===== src/rtl/comms_pkg.sv =====
// Shared definitions for the encrypted comms line: sync byte, receiver FSM
// states and the key rotation used by both transmitter and receiver.
package comms_pkg;

   localparam logic [7:0] SYNC_BYTE = 8'hA5;

   typedef enum logic [1:0] {
      IDLE,
      LEN,
      PAYLOAD,
      CHECK
   } rx_state_t;

   // Key schedule: rotate left by one bit per payload byte.
   function automatic logic [7:0] rotl1(input logic [7:0] k);
      return {k[6:0], k[7]};
   endfunction

endpackage


===== src/rtl/rx_fifo.sv =====
// Small synchronous FIFO for decrypted bytes; head is always visible on
// o_head, with no write-to-read bypass.
module rx_fifo #(
   parameter int unsigned DEPTH = 4,
   parameter int unsigned WIDTH = 8
) (
   input  logic             i_clk,
   input  logic             i_rst,
   input  logic             i_push,
   input  logic [WIDTH-1:0] i_data,
   input  logic             i_pop,
   output logic             o_full,
   output logic             o_empty,
   output logic [WIDTH-1:0] o_head
);

   localparam int unsigned AW = $clog2(DEPTH);
   localparam logic [AW:0] FULL_CNT = (AW+1)'(DEPTH);

   logic [WIDTH-1:0] r_mem [DEPTH];
   logic [AW-1:0]    r_wr_ptr;
   logic [AW-1:0]    r_rd_ptr;
   logic [AW:0]      r_count;

   logic w_pop;
   logic w_push;

   assign o_full  = (r_count == FULL_CNT);
   assign o_empty = (r_count == '0);
   assign o_head  = r_mem[r_rd_ptr];

   // A push into a full FIFO is accepted only when a pop frees a slot in the same cycle.
   assign w_pop  = i_pop && !o_empty;
   assign w_push = i_push && (!o_full || w_pop);

   always_ff @(posedge i_clk or posedge i_rst) begin
      if (i_rst) begin
         r_mem    <= '{default: '0};
         r_wr_ptr <= '0;
         r_rd_ptr <= '0;
         r_count  <= '0;
      end else begin
         if (w_push) begin
            r_mem[r_wr_ptr] <= i_data;
            r_wr_ptr        <= r_wr_ptr + 1'b1;
         end
         if (w_pop) begin
            r_rd_ptr <= r_rd_ptr + 1'b1;
         end
         case ({w_push, w_pop})
            2'b10:   r_count <= r_count + 1'b1;
            2'b01:   r_count <= r_count - 1'b1;
            default: r_count <= r_count;
         endcase
      end
   end

endmodule


===== src/rtl/xor_frame_receiver.sv =====
// Framed XOR-decrypting receiver: sync search, length, rotating-key payload
// decryption with plaintext checksum, and a valid/ready output FIFO.
module xor_frame_receiver
   import comms_pkg::*;
#(
   parameter int unsigned DEPTH = 4,
   parameter logic [7:0]  SYNC  = SYNC_BYTE
) (
   input  logic       clk_bar,
   input  logic       clr,
   input  logic [7:0] line_data,
   input  logic       line_valid,
   input  logic [7:0] key_out,
   input  logic       out_ready,
   output logic [7:0] data_out,
   output logic       data_valid,
   output logic       frame_done,
   output logic       frame_err,
   output logic       busy
);

   rx_state_t  r_state;
   logic [7:0] r_key;
   logic [7:0] r_csum;
   logic [7:0] r_len;
   logic       r_ovf;
   logic       r_done;
   logic       r_err;

   rx_state_t  w_state_nxt;
   logic [7:0] w_key_nxt;
   logic [7:0] w_csum_nxt;
   logic [7:0] w_len_nxt;
   logic       w_ovf_nxt;
   logic       w_done_nxt;
   logic       w_err_nxt;

   logic [7:0] w_plain;
   logic       w_push;
   logic       w_pop;
   logic       w_full;
   logic       w_empty;

   assign w_plain    = line_data ^ r_key;
   assign w_pop      = data_valid && out_ready;
   assign data_valid = !w_empty;
   assign busy       = (r_state != IDLE);
   assign frame_done = r_done;
   assign frame_err  = r_err;

   rx_fifo #(
      .DEPTH(DEPTH),
      .WIDTH(8)
   ) u_fifo (
      .i_clk  (clk_bar),
      .i_rst  (clr),
      .i_push (w_push),
      .i_data (w_plain),
      .i_pop  (w_pop),
      .o_full (w_full),
      .o_empty(w_empty),
      .o_head (data_out)
   );

   always_ff @(posedge clk_bar or posedge clr) begin
      if (clr) begin
         r_state <= IDLE;
         r_key   <= '0;
         r_csum  <= '0;
         r_len   <= '0;
         r_ovf   <= 1'b0;
         r_done  <= 1'b0;
         r_err   <= 1'b0;
      end else begin
         r_state <= w_state_nxt;
         r_key   <= w_key_nxt;
         r_csum  <= w_csum_nxt;
         r_len   <= w_len_nxt;
         r_ovf   <= w_ovf_nxt;
         r_done  <= w_done_nxt;
         r_err   <= w_err_nxt;
      end
   end

   always_comb begin
      w_state_nxt = r_state;
      w_key_nxt   = r_key;
      w_csum_nxt  = r_csum;
      w_len_nxt   = r_len;
      w_ovf_nxt   = r_ovf;
      w_done_nxt  = 1'b0;
      w_err_nxt   = 1'b0;
      w_push      = 1'b0;

      if (line_valid) begin
         case (r_state)
            IDLE: begin
               if (line_data == SYNC) begin
                  w_state_nxt = LEN;
               end
            end
            LEN: begin
               w_len_nxt  = line_data;
               w_key_nxt  = key_out;
               w_csum_nxt = '0;
               w_ovf_nxt  = 1'b0;
               if (line_data == '0) begin
                  w_err_nxt   = 1'b1;
                  w_state_nxt = IDLE;
               end else begin
                  w_state_nxt = PAYLOAD;
               end
            end
            PAYLOAD: begin
               w_push     = 1'b1;
               w_key_nxt  = rotl1(r_key);
               w_csum_nxt = r_csum ^ w_plain;
               // Dropped byte still advances key and checksum so the frame stays aligned.
               if (w_full && !w_pop) begin
                  w_ovf_nxt = 1'b1;
               end
               w_len_nxt = r_len - 8'd1;
               if (r_len == 8'd1) begin
                  w_state_nxt = CHECK;
               end
            end
            CHECK: begin
               if ((line_data == r_csum) && !r_ovf) begin
                  w_done_nxt = 1'b1;
               end else begin
                  w_err_nxt = 1'b1;
               end
               w_state_nxt = IDLE;
            end
            default: begin
               w_state_nxt = IDLE;
            end
         endcase
      end
   end

endmodule


===== config.mk =====
export PLATFORM = sky130hd
export DESIGN_NAME = xor_frame_receiver
export DESIGN_NICKNAME = d
export VERILOG_FILES = /design/src/rtl/comms_pkg.sv /design/src/rtl/rx_fifo.sv /design/src/rtl/xor_frame_receiver.sv
export SDC_FILE = /design/constraint.sdc
export NUM_CORES = 1
export LEC_CHECK = 0
export ABC_AREA = 1
export ABC_CLOCK_PERIOD_IN_PS = 3300
export BUFFER_PORTS_ARGS = -buffer_cell sky130_fd_sc_hd__clkbuf_2
export CAP_MARGIN = 20
export CORE_ASPECT_RATIO = 0.75
export CORE_MARGIN = 2
export CORE_UTILIZATION = 60
export DETAILED_ROUTE_END_ITERATION = 16
export PLACE_DENSITY = 0.84
export SLEW_MARGIN = 25
export SYNTH_ARGS = -nofsm -noshare
export SYNTH_HDL_FRONTEND = slang
export SYNTH_SLANG_ARGS = --single-unit

===== constraint.sdc =====
create_clock -name clk_bar -period 3.3 [get_ports clk_bar]
set_clock_uncertainty 0.05 [all_clocks]
set_input_delay 0.165 -clock clk_bar [delete_from_list [all_inputs] [get_ports clk_bar]]
set_output_delay 0.165 -clock clk_bar [all_outputs]
set_load 0.01 [all_outputs]

==> metrics.md <==
| Metric | Value |
|---|---|
| Iter 0 DRT Violations | `between 150 and 200` |
| Syn_nets | `480` |
| Number of port buffers | `31` |
| Vias in the first global route | `about 3.0k` |
| Data required, critical path | `3.08 ns` |
| Fmax | `about 450 MHz` |
| DP HPWL | `roughly 6100 um` |
| Most common flop cell mapped by yosys | `dfrtp_1` |
| Number of nets in the layout | `510` |
| Clk sinks | `68` |
| Clock insertion delay at the later pin of the skew report | `roughly 0.34 ns` |
| Cell Count, Final, Fillers Out | `560` |
| Ports | `32` |
| CTS tree | `built` |
| Top-area cell type share of the netlist area | `between 40% and 50%` |
| Final core utilization | `around 69%` |
| RSZ-0062 raised after global routing | `no` |
| Worst VDD drop | `approximately 0.52 mV` |
| # DRC | `0` |
| GRT overflow | `0` |
| Synth cell types | `27` |
| Synth-to-Final Area Change | `9.65%` |
| Wire per inst | `15.2 um` |
| CP max FO | `19` |
| Row count | `24` |
| DRT Pass-1 Iters | `5` |
| Layout cells sized above 1 | `approximately an eighth` |
| Max Cap Viol | `0` |
| Global-route wire length before repair | `about 14000 um` |
| Clock root cell | `clkbuf_8` |
| FFs w/ async S/R, synth | `100%` |
| Placer Congestion | `roughly 0.96` |
| H-Tree Depth | `3` |
| Final Worst Setup Slack | `around 1.1 ns` |
| Post-cts resize count | `0` |
| Yosys reg bits | `68` |
| Largest cells by area after synthesis | `dfrtp_1 46%, nand2_1 9.1%, o21a_1 6.5%` |
| CTS Buf Count | `9` |
| Setup violations, final | `0` |
| Critical Path End Type | `primary output` |
| Total power | `~0.0038 W` |
| Most frequent cell after synthesis | `nand2_1` |
| Mean Syn Cell Area | `8.27 sq um` |
| Final setup TNS | `0 ns` |
| Die Wd | `roughly 95 um` |
| Initial antenna violation count | `0` |
| Cell count after synthesis | `roughly 450` |
| Total die area | `~6800 sq um` |
| Largest net degree at the start of global routing | `39` |
| Gr usage total | `roughly 28%` |
| Antenna Nets Post-Route | `0` |
| Period minus WS final | `approximately 2.2 ns` |
| Starting Density | `a little over three fifths` |
| PwrDens | `939 nW/um^2` |
| Final hold viol count | `0` |
| Diode count | `0` |
| CP arrival | `2.02 ns` |
| Yosys warns | `0` |
| Leakage power | `roughly 1.9 nW` |
| Cell Area, Synth | `roughly 3700 sq um` |
| Status | `finished clean` |
| CP Launch Type | `flip-flop` |
| Commonest cells post-synth | `90 x nand2_1, 68 x dfrtp_1, 61 x nor2_1` |
| Setup WS pre-CTS | `1.09 ns` |
| Area leader, netlist | `dfrtp_1` |
| Max Transition Viols Final | `0` |
| Placed cells | `~540` |
| Post-synth EDFFs | `0` |
| WS Path Type | `flip-flop to primary output` |
| Seq/Total Area, Yosys | `a little under half` |
| Core footprint | `5890 sq um` |
| Worst-path clk slew | `~0.070 ns` |
| Drt total wl | `roughly 8500 um` |
| Tcrit/Tclk final | `67.7%` |
| Maximum buffer depth of the clock tree | `2` |
| Chip height | `around 72 um` |
| Worst slew pin tran | `roughly 0.7 ns` |
| Hold Path Class | `primary input to flip-flop` |
| Via-per-instance ratio | `about 5.6` |
| Worst slew margin | `between 50% and 60%` |
| Vias | `3157` |
==> per-stage QoR <==
stage | instance area [sq um] | hold WS [ns]
floorplan | 3690 | 0.235
CTS | 4050 | 0.0460
global placement | 3870 | 0.218
finish | 4050 | 0.0530
detailed placement | 3870 | 0.230
global route | 4050 | 0.0700
==> per-layer routing <==
metal  track usage, %  routed length [um]
met5                0                   0
met1             39.9                3880
met4             8.53                 128
met3             6.75                 621
met2             41.7                3880
==> logic make-up after synthesis <==
| kind of cell | count (synthesis) | share of synthesized area, % |
|---|---|---|
| flops | 68 | 46.1 |
| xor+xnor | 15 | 3.56 |
| fa+ha+maj | 13 | 4.61 |
| buf+inv | 61 | 7.31 |
| compound gates | 101 | 16.6 |
| simple gates | 189 | 21.9 |
==> power by group <==
| part | total [W] | leakage, nW | switching [W] | internal [W] |
|---|---|---|---|---|
| Clock | 0.000595 | 0.0889 | 0.000307 | 0.000288 |
| Combinational | 0.00169 | 0.959 | 0.00103 | 0.000654 |
| Sequential | 0.00152 | 0.835 | 0.000318 | 0.00120 |
| Total | 0.00380 | 1.88 | 0.00166 | 0.00214 |
==> worst max-delay path: stages (launching register included) <==
cell and delay (ns):
dfrtp_1 0.72, inv_1 0.41, o21ai_0 0.28, o22ai_1 0.12
clkbuf_2 0.14
==> area by class of cell <==
type	instances	area, sq um
flip-flops and latches	68	1700
repair buffers	36	195
inverters	44	165
clock inverters	5	27.5
clock buffers	11	141
well taps	78	97.6
fillers	490	1830
multi-input cells	318	1720
==> flip-flops by register name (all words and copies together) (netlist names), named ones only <==
signal           cells
r_state              1
r_ovf                1
r_csum               8
frame_done           1
r_len                8
u_fifo.r_count       3
r_key                8
u_fifo.r_wr_ptr      2
frame_err            1
u_fifo.r_rd_ptr      2
u_fifo.r_mem        32
==> repair_timing <==
| item | CTS | global route |
|---|---|---|
| hold endpoints to repair | 30 | 0 |
| hold buffers | 1 | 0 |
| setup buffers | 0 | 0 |
==> path summary, 6_finish.rpt <==
check                                   startpoint                 to  slack, ns  depth (start not counted)
worst max-delay path            u_fifo.r_rd_ptr[0]        data_out[6]       1.06                          4
worst min-delay path                    key_out[5]           r_key[5]       0.05                          3
worst max register to register          r_state[0]           r_len[4]       1.07                          6
worst min register to register    u_fifo.r_mem[18]   u_fifo.r_mem[18]       0.44                          1
max in group asynchronous                      clr          r_csum[1]       1.88                          4
min in group asynchronous                      clr  u_fifo.r_count[1]       0.40                          3
==> placed cells by master, fill, tap and decap left out, types with 5 or more instances in the layout <==
cell and instances:
nand2_1 90, dfrtp_1 68, nor2_1 61, inv_1 43, o21a_1 32, clkbuf_2 31
o21ai_0 30, a21oi_1 25, nor3_1 16, ha_1 12, xnor2_1 10, clkbuf_8 10
nand3_1 9, o22ai_1 8, xor2_1 5, nand4_1 5
Note: power is estimated with default switching activity, not from simulation.
